**config.mk**
```make
export PLATFORM = sky130hd
export DESIGN_NAME = arb_mux_flat
export DESIGN_NICKNAME = d
export VERILOG_FILES = /design/src/rtl/arb_pkg.sv /design/src/rtl/arb_mux_if.sv /design/src/rtl/arb_mux_rr_arbiter.sv /design/src/rtl/arb_mux.sv /design/src/flat_wrapper.sv
export SDC_FILE = /design/constraint.sdc
export NUM_CORES = 1
export LEC_CHECK = 0
export CAP_MARGIN = 20
export CORE_ASPECT_RATIO = 1.25
export CORE_UTILIZATION = 38
export DETAILED_ROUTE_END_ITERATION = 10
export GPL_TIMING_DRIVEN = 0
export PLACE_DENSITY_LB_ADDON = 0.25
export SLEW_MARGIN = 20
export SYNTH_ARGS = -nofsm -noshare
export SYNTH_HDL_FRONTEND = slang
export SYNTH_SLANG_ARGS = --single-unit
```
**constraint.sdc**
```tcl
create_clock -name clk -period 2.89 [get_ports clk]
set_clock_uncertainty 0.15 [all_clocks]
set_input_delay 0.289 -clock clk [delete_from_list [all_inputs] [get_ports clk]]
set_output_delay 0.289 -clock clk [all_outputs]
set_load 0.02 [all_outputs]
```
**src/rtl/arb_pkg.sv**
```systemverilog
// Shared constants and types for the arbitrating output multiplexer.
package arb_pkg;

    localparam logic PRIO_RR    = 1'b0;
    localparam logic PRIO_FIXED = 1'b1;

    typedef enum logic {
        IDLE = 1'b0,
        LOCK = 1'b1
    } lock_state_t;

endpackage

```
**src/rtl/arb_mux_if.sv**
```systemverilog
// Producer/consumer bundle: N request channels in, one registered beat stream out.
interface arb_mux_if #(
    parameter int N     = 3,
    parameter int WIDTH = 32,
    parameter int SELW  = $clog2(N)
);
    logic [N*WIDTH-1:0] in_data;
    logic [N-1:0]       in_valid;
    logic [N-1:0]       in_last;
    logic [N-1:0]       in_ready;
    logic [WIDTH-1:0]   out_data;
    logic [SELW-1:0]    out_sel;
    logic               out_last;
    logic               out_valid;
    logic               out_ready;

    // slave: the multiplexer; master: the surrounding producers and consumer
    modport slave (
        input  in_data, in_valid, in_last, out_ready,
        output in_ready, out_data, out_sel, out_last, out_valid
    );

    modport master (
        output in_data, in_valid, in_last, out_ready,
        input  in_ready, out_data, out_sel, out_last, out_valid
    );
endinterface

```
**src/rtl/arb_mux_rr_arbiter.sv**
```systemverilog
// Picks one requester: round-robin from ptr (wrapping) or lowest index first.
// Latency: purely combinational.
// Backpressure: none here; the caller qualifies the grant with its own load condition.
module rr_arbiter
    import arb_pkg::*;
#(
    parameter int N    = 3,
    parameter int SELW = $clog2(N)
) (
    input  logic [N-1:0]    req,
    input  logic [SELW-1:0] ptr,
    input  logic            prio_mode,
    output logic [SELW-1:0] grant,
    output logic            any_grant
);

    logic [SELW-1:0] lo_idx;
    logic [SELW-1:0] hi_idx;
    logic            hi_found;

    // lo_idx: lowest requester overall; hi_idx: lowest requester at or above ptr.
    // Round-robin takes hi_idx and falls back to lo_idx, which is the wrap to 0.
    always_comb begin
        lo_idx   = '0;
        hi_idx   = '0;
        hi_found = 1'b0;
        for (int i = N - 1; i >= 0; i--) begin
            if (req[i]) begin
                lo_idx = SELW'(i);
                if (SELW'(i) >= ptr) begin
                    hi_idx   = SELW'(i);
                    hi_found = 1'b1;
                end
            end
        end
    end

    assign any_grant = |req;
    assign grant     = (prio_mode == PRIO_RR && hi_found) ? hi_idx : lo_idx;

endmodule

```
**src/rtl/arb_mux.sv**
```systemverilog
// N-channel arbitrating mux with grant locking for multi-beat transfers.
// Latency: a beat accepted in cycle t is on out_* in cycle t+1; one beat per cycle.
// Backpressure: out_valid & ~out_ready holds out_* and drops every in_ready.
module arb_mux
    import arb_pkg::*;
#(
    parameter int WIDTH = 32,
    parameter int N     = 3,
    parameter int SELW  = $clog2(N)
) (
    input  logic        clk,
    input  logic        rst,
    input  logic        prio_mode,
    arb_mux_if.slave    bus
);

    lock_state_t     state, state_nxt;
    logic [SELW-1:0] lch, lch_nxt;
    logic [SELW-1:0] ptr;
    logic [SELW-1:0] grant;
    logic [N-1:0]    elig;
    logic            any_grant;
    logic            can_load;
    logic            load;
    logic            acc_last;
    logic [WIDTH-1:0] sel_data;

    // While locked only the owning channel may compete, whatever prio_mode says.
    always_comb begin
        elig = '0;
        for (int i = 0; i < N; i++) begin
            elig[i] = bus.in_valid[i] & ((state == IDLE) | (SELW'(i) == lch));
        end
    end

    rr_arbiter #(
        .N    (N),
        .SELW (SELW)
    ) u_arb (
        .req       (elig),
        .ptr       (ptr),
        .prio_mode (prio_mode),
        .grant     (grant),
        .any_grant (any_grant)
    );

    assign can_load = ~bus.out_valid | bus.out_ready;
    assign load     = ~rst & can_load & any_grant;
    assign acc_last = bus.in_last[grant];
    assign sel_data = bus.in_data[int'(grant)*WIDTH +: WIDTH];

    always_comb begin
        bus.in_ready = '0;
        for (int i = 0; i < N; i++) begin
            bus.in_ready[i] = load & (SELW'(i) == grant);
        end
    end

    always_comb begin
        state_nxt = state;
        lch_nxt   = lch;
        case (state)
            IDLE: begin
                if (load && !acc_last) begin
                    state_nxt = LOCK;
                    lch_nxt   = grant;
                end
            end
            LOCK: begin
                if (load && acc_last) begin
                    state_nxt = IDLE;
                end
            end
            default: state_nxt = IDLE;
        endcase
    end

    always_ff @(posedge clk or posedge rst) begin
        if (rst) begin
            state <= IDLE;
            lch   <= '0;
        end else begin
            state <= state_nxt;
            lch   <= lch_nxt;
        end
    end

    // Pointer only advances at the end of a transfer and only in round-robin mode.
    always_ff @(posedge clk or posedge rst) begin
        if (rst) begin
            ptr <= '0;
        end else if (load && acc_last && prio_mode == PRIO_RR) begin
            ptr <= (grant == SELW'(N - 1)) ? '0 : grant + SELW'(1);
        end
    end

    always_ff @(posedge clk or posedge rst) begin
        if (rst) begin
            bus.out_valid <= 1'b0;
            bus.out_data  <= '0;
            bus.out_sel   <= '0;
            bus.out_last  <= 1'b0;
        end else if (load) begin
            bus.out_valid <= 1'b1;
            bus.out_data  <= sel_data;
            bus.out_sel   <= grant;
            bus.out_last  <= acc_last;
        end else if (bus.out_ready) begin
            bus.out_valid <= 1'b0;
        end
    end

endmodule

```
**src/flat_wrapper.sv**
```systemverilog
// flat-port wrapper written by rule: the top's interface ports become plain ports
module arb_mux_flat import arb_pkg::*;
#(
    parameter int WIDTH = 32,
    parameter int N     = 3,
    parameter int SELW  = $clog2(N)
)
  (clk, rst, prio_mode, bus_in_data, bus_in_valid, bus_in_last, bus_out_ready, bus_in_ready, bus_out_data, bus_out_sel, bus_out_last, bus_out_valid);
  arb_mux_if #(.N(N), .WIDTH(WIDTH), .SELW(SELW)) bus_i ();
  input  logic clk;
  input  logic rst;
  input  logic prio_mode;
  input wire logic [$bits(bus_i.in_data)-1:0] bus_in_data;
  input wire logic [$bits(bus_i.in_valid)-1:0] bus_in_valid;
  input wire logic [$bits(bus_i.in_last)-1:0] bus_in_last;
  input wire logic [$bits(bus_i.out_ready)-1:0] bus_out_ready;
  output wire logic [$bits(bus_i.in_ready)-1:0] bus_in_ready;
  output wire logic [$bits(bus_i.out_data)-1:0] bus_out_data;
  output wire logic [$bits(bus_i.out_sel)-1:0] bus_out_sel;
  output wire logic [$bits(bus_i.out_last)-1:0] bus_out_last;
  output wire logic [$bits(bus_i.out_valid)-1:0] bus_out_valid;
  assign bus_i.in_data = bus_in_data;
  assign bus_i.in_valid = bus_in_valid;
  assign bus_i.in_last = bus_in_last;
  assign bus_i.out_ready = bus_out_ready;
  assign bus_in_ready = bus_i.in_ready;
  assign bus_out_data = bus_i.out_data;
  assign bus_out_sel = bus_i.out_sel;
  assign bus_out_last = bus_i.out_last;
  assign bus_out_valid = bus_i.out_valid;
  arb_mux #(.WIDTH(WIDTH), .N(N), .SELW(SELW)) u_core (.clk(clk), .rst(rst), .prio_mode(prio_mode), .bus(bus_i));
endmodule
```
* Word level (Yosys, flattened, before mapping)
Index checks and enable logic that the tools add are counted.
Storage, ports and cells: flip-flop bits (word level) 41, input port bits 106, output and inout bits 39, logic and storage cells 68
Cells by class: add/sub/neg operators 1, order comparisons 4, eq/ne operators 5, shifts and indexed selects 1, multiplexer cells 24, bitwise logic cells 16, reduce and logical (&&, ||, !) cells 10
Operators with widths (number):
- indexed part select 96 x 8 -> 32 bit | 1
- 2-to-1 mux 2 bit | 11
- 2-to-1 mux 1 bit | 11
- AND 1 bit | 8
- == test 1 x 2 -> 1 bit (first input constant) | 2
- == test 2 bit (first input constant) | 2
- greater-or-equal comparator 1 x 2 -> 1 bit (first input constant) | 2
- logical AND 1 bit | 4
- zero test 2 bit | 2
- NOT 1 bit | 4
- bitwise OR 1 bit | 4
- less-than comparator 2 x 3 -> 1 bit (second input constant) | 1
- OR reduction 3 bit | 1
- adder 2 x 1 -> 2 bit (second input constant) | 1
- binary-select mux 1 bit (select 2 bit) | 1
- == test 2 bit (second input constant) | 1
- greater-or-equal comparator 2 bit (first input constant) | 1
- case mux 1 bit (2 select lines) | 1
- AND reduction 2 bit | 1
- nonzero test 2 bit | 1
- zero test 1 bit | 1

* Longest topological paths before layout
Gate-level depths: netlist of run 1.
depth after elaboration 16, gate-level depth with buffers 8, gate-level depth less buffers 5

* Hierarchy
Synthesis of run 1 repeated with hierarchy kept, for this count alone.
Second synthesis, totals: cells, all modules 264, area, all modules 2333.5 um^2
By module, submodules not included:
- arb_mux | instances 1, cells an instance 255, area an instance 2260.9 um^2, sequential area each 1026.0 um^2
- rr_arbiter | instances 1, cells an instance 9, area an instance 72.6 um^2, sequential area each 0.0 um^2

* Least setup slack after synthesis of run 1
Ideal clock, no wire load.
path type flip-flop to output port, start point reg u_core.lch[0], end point out bus_in_ready[0], arrival time 1.966 ns, required time 2.451 ns, slack 0.485 ns, cell stages (with the launch flop) 7, path through dfrtp_1 -> buf_4 -> o21a_1 -> or4b_4 -> a32oi_2 -> nand2_1 -> nor2_1
Between the ends: word-level cells in the longest chain between the ends 12
RTL lines:
- start, declared | line arb_mux.sv:18 | logic [SELW-1:0] lch, lch_nxt;
- start signal, assigned | line arb_mux.sv:84 | lch <= lch_nxt;
- == test 2 bit | line arb_mux.sv:32 | elig[i] = bus.in_valid[i] & ((state == IDLE) | (SELW'(i) == lch));
- bitwise OR 1 bit | line arb_mux.sv:32
- AND 1 bit | line arb_mux.sv:32
- 2-to-1 mux 1 bit | line arb_mux_rr_arbiter.sv:28 | if (req[i]) begin
- 2-to-1 mux 1 bit | line arb_mux_rr_arbiter.sv:30 | if (SELW'(i) >= ptr) begin
- 2-to-1 mux 1 bit | line arb_mux_rr_arbiter.sv:28
- 2-to-1 mux 1 bit | line arb_mux_rr_arbiter.sv:30
- 2-to-1 mux 1 bit | line arb_mux_rr_arbiter.sv:28
- logical AND 1 bit | line arb_mux_rr_arbiter.sv:39 | assign grant = (prio_mode == PRIO_RR && hi_found) ? hi_idx : lo_idx;
- 2-to-1 mux 2 bit | line arb_mux_rr_arbiter.sv:39
- zero test 2 bit | line arb_mux.sv:55 | bus.in_ready[i] = load & (SELW'(i) == grant);
- AND 1 bit * | line arb_mux.sv:55
- end, declared | line flat_wrapper.sv:17 | output wire logic [$bits(bus_i.in_ready)-1:0] bus_in_ready;
Mark *: on every way between the ends. The rest lies on a longest branch, timed or not.

* Worst setup path after layout of run 1
start point reg u_core.lch[1], end point out bus_in_ready[0]
Same word-level chain as after synthesis.

==> results.md, run 1 <==
- Clk_lat worst skew: 300 ps
- IO buf count: 144
- Crit end category: output port
- CTS buffer count: 5
- Post-route minimum period: 2738 ps
- Residual DRC: 0
- FILL cells: 503
- Peak supply drop: 0.4841 mV
- Drt total wl: 8358 µm
- Dpl hpwl: 6207 µm
- F_max: 0.3652 GHz
- Num Clock Sinks: 41
- YS warnings: 0
- Cell Rows: 32
- Final period util: 94.74%
- Most frequent CP cell: buf_4
- Largest net degree at the start of global routing: 22
- Clock tree buffer depth: 2
- Max Slew Vio Count: 0
- Outcome: finished, final reports clean
- Initial antenna violation count: 0
- Gr usage total: 24.60%
- Syn Area/Cell: 9.510 µm²
- Area contributors post-synth: dfrtp_1 41%, a221oi_2 7.8%, a221oi_1 7.4%, nand3_1 6.8%, a21oi_1 6.6%
- TritonRoute pass-1 iters: 5
- Fin Setup TNS: 0 ps
- Nets: 527
- Ant diodes: 0
- Final setup viols: 0
- Die Wd: 74.57 µm
- Vias in the first global route: 2,808
- Area grow syn2layout: 69.73%
- Global-route wire length before repair: 13,030 µm
- Starting density of the core: 40.04%
- Routability cong.: 0.8288
- Netlist cell types: 42
- MaxCap Viol Count: 0
- Setup CP Type: flop to output port
- Mapped Nets: 369
- Largest area contributor in the netlist: dfrtp_1
- Die footprint: 0.006913 mm²
- Cell family with most CP delay: buffers and inverters
- Req. time, crit path: 2450 ps
- Slowest cell on crit path: a2111oi_4
- Worst hold path type: input pin to asynchronous set/reset pin
- CP peak stage delay: 410 ps
- Hold Fails Final Rpt: 0
- Total power: 3.944 mW
- 1st-iter DRT viols: 90
- Relative slew slack: 56.05%
- Critical path launch point type: flop
- Seq cells post-synth: 41
- Via count: 2,813
- Power Density: 929.1 mW/mm²
- Layout cell share with drive strength beyond 1: 14.93%
- Yosys top cell area share: 41.02%
- CP arrival: 2300 ps
- CTS Root Cell: clkbuf_8
- Die Y: 92.71 µm
- CTS tree: done
- ANT nets after route: 0
- Crit-path cells: buf_4, or2b_1, a2111oi_4, buf_4, or4_1, buf_4, nand2_1, nor2_1, buf_4
- Htree depth: 2
- Pleak: 1.761 nW
- GRT overflow: 0
- Ports: 145
- Critical path peak fanout: 10
- Post-Syn Area: 0.002501 mm²
- Post-Syn Instances: 263
- Drt wl/cell: 16.49 µm
- Drt via density: 5.548
- Worst slew pin tran: 654.3 ps
- Core area: 0.006246 mm²
- WP buf/inv: 4
- Hold Buf Count CTS: 0
- Clock transition at path regs: 90 ps
- Seq/Total Area, Yosys: 41.02%
==> worst paths after layout <==
kind / from / slack, ps / depth (start not counted) / to
worst max-delay path: u_core.lch[1]$_DFFE_PP0P_ / 150 / 9 / bus_in_ready[0]
worst min-delay path: rst / 260 / 2 / u_core.bus.out_data[29]$_DFFE_PP0P_
worst max register to register: u_core.lch[0]$_DFFE_PP0P_ / 220 / 9 / u_core.bus.out_data[6]$_DFFE_PP0P_
worst min register to register: u_core.bus.out_sel[1]$_DFFE_PP0P_ / 340 / 1 / u_core.bus.out_sel[1]$_DFFE_PP0P_
max in group asynchronous: rst / 1850 / 3 / u_core.bus.out_data[10]$_DFFE_PP0P_
min in group clk: u_core.bus.out_sel[1]$_DFFE_PP0P_ / 340 / 1 / u_core.bus.out_sel[1]$_DFFE_PP0P_
==> report_power, final <==
part           internal, mW  total (mW)  switching, mW  leakage (nW)
sequential            0.853        1.02          0.164         0.457
combinational          1.17        2.51           1.34          1.25
clock                 0.194       0.416          0.222        0.0512
==> cell usage in the layout (no fill, tap or decap), types with 5 or more instances in the layout <==
master	netlist	final
nor2_1	38	37
buf_4	8	17
a221oi_1	21	20
a21oi_1	33	33
o21ai_0	6	5
inv_1	8	7
buf_2	5	5
nand2_1	5	5
dfrtp_1	41	41
clkdlybuf4s50_1	0	140
nand3_1	34	34
clkbuf_8	0	6
a221oi_2	13	14
==> cell type report <==
cell class                 count  area (µm²)  share of cell area (%)
tap                           85       106.4                   2.505
timing repair buffer         152        1514                   35.66
inverter                       8       30.03                  0.7073
clock buffer                   6       82.58                   1.945
buffer                        24       186.4                   4.391
multi-input combinational    189        1286                   30.30
clock inverter                 2       13.76                  0.3242
sequential                    41        1026                   24.17
==> flip-flops by register name (all words and copies together) (netlist names), named ones only <==
register	cells
u_core.bus.out_data	32
u_core.bus.out_sel	2
u_core.lch	2
u_core.ptr	2
u_core.bus.out_last	1
u_core.bus.out_valid	1
==> cells by family after synthesis <==
family / share of synthesized area, %
buffers and inverters: 8.804
AOI/OAI and AO/OA: 30.87
DFF: 41.02
and+or+nand+nor: 18.11
muxes: 1.201
==> cells in the mapped netlist, drive strengths merged <==
master,number
a2111oi,1
a211oi,1
a21bo,1
a21o,3
a21oi,33
a221oi,34
a2bb2oi,2
a31o,1
a31oi,1
a32o,1
a32oi,1
a41oi,1
and2,1
and2b,1
buf,18
clkbuf,4
dfrtp,41
dlygate4sd1,3
inv,8
mux2i,3
nand2,5
nand3,34
nand4,3
nor2,38
nor2b,2
nor3,3
nor4,1
o211ai,2
o21a,1
o21ai,6
o21bai,1
o221ai,2
o22ai,1
o41ai,1
or2b,1
or4,1
or4b,2
==> metal layers <==
layer / wire length, µm / global-route usage, %
met1: 3257 / 27.49
met2: 4313 / 43.47
met3: 564 / 5.332
met4: 223 / 10.85
met5: 0 / 0
==> stage by stage <==
stage	utilization (%)	area (µm²)	cells	setup WS [ps]	hold WS [ps]
finish	67.97	4245	507	152.1	255.2
global route	67.97	4245	507	-4.025	291.5
CTS	67.99	4247	506	7.264	269.7
detailed placement	65.26	4076	493	-452.6	318.3
global placement	64.82	4049	492	-423.0	314.5
floorplan	-	2501	263	484.9	279.4
==> timing repair <==
item | 4_1_cts | 5_1_grt
setup buffers | 6 | 1
gates resized for setup | 13 | 7
gates cloned | 0 | 0
endpoints found under the hold margin | 0 | 0
pin swaps | 3 | 1
endpoints found under the setup margin | 3 | 2
No activity file was read; power rests on OpenSTA's default activity.
==> inputs of run 2 (changes only) <==
ABC_CLOCK_PERIOD_IN_PS = 2890   (was default)
==> results of run 2 <==
Final layout, timing and power as in run 1 (identical DEF).
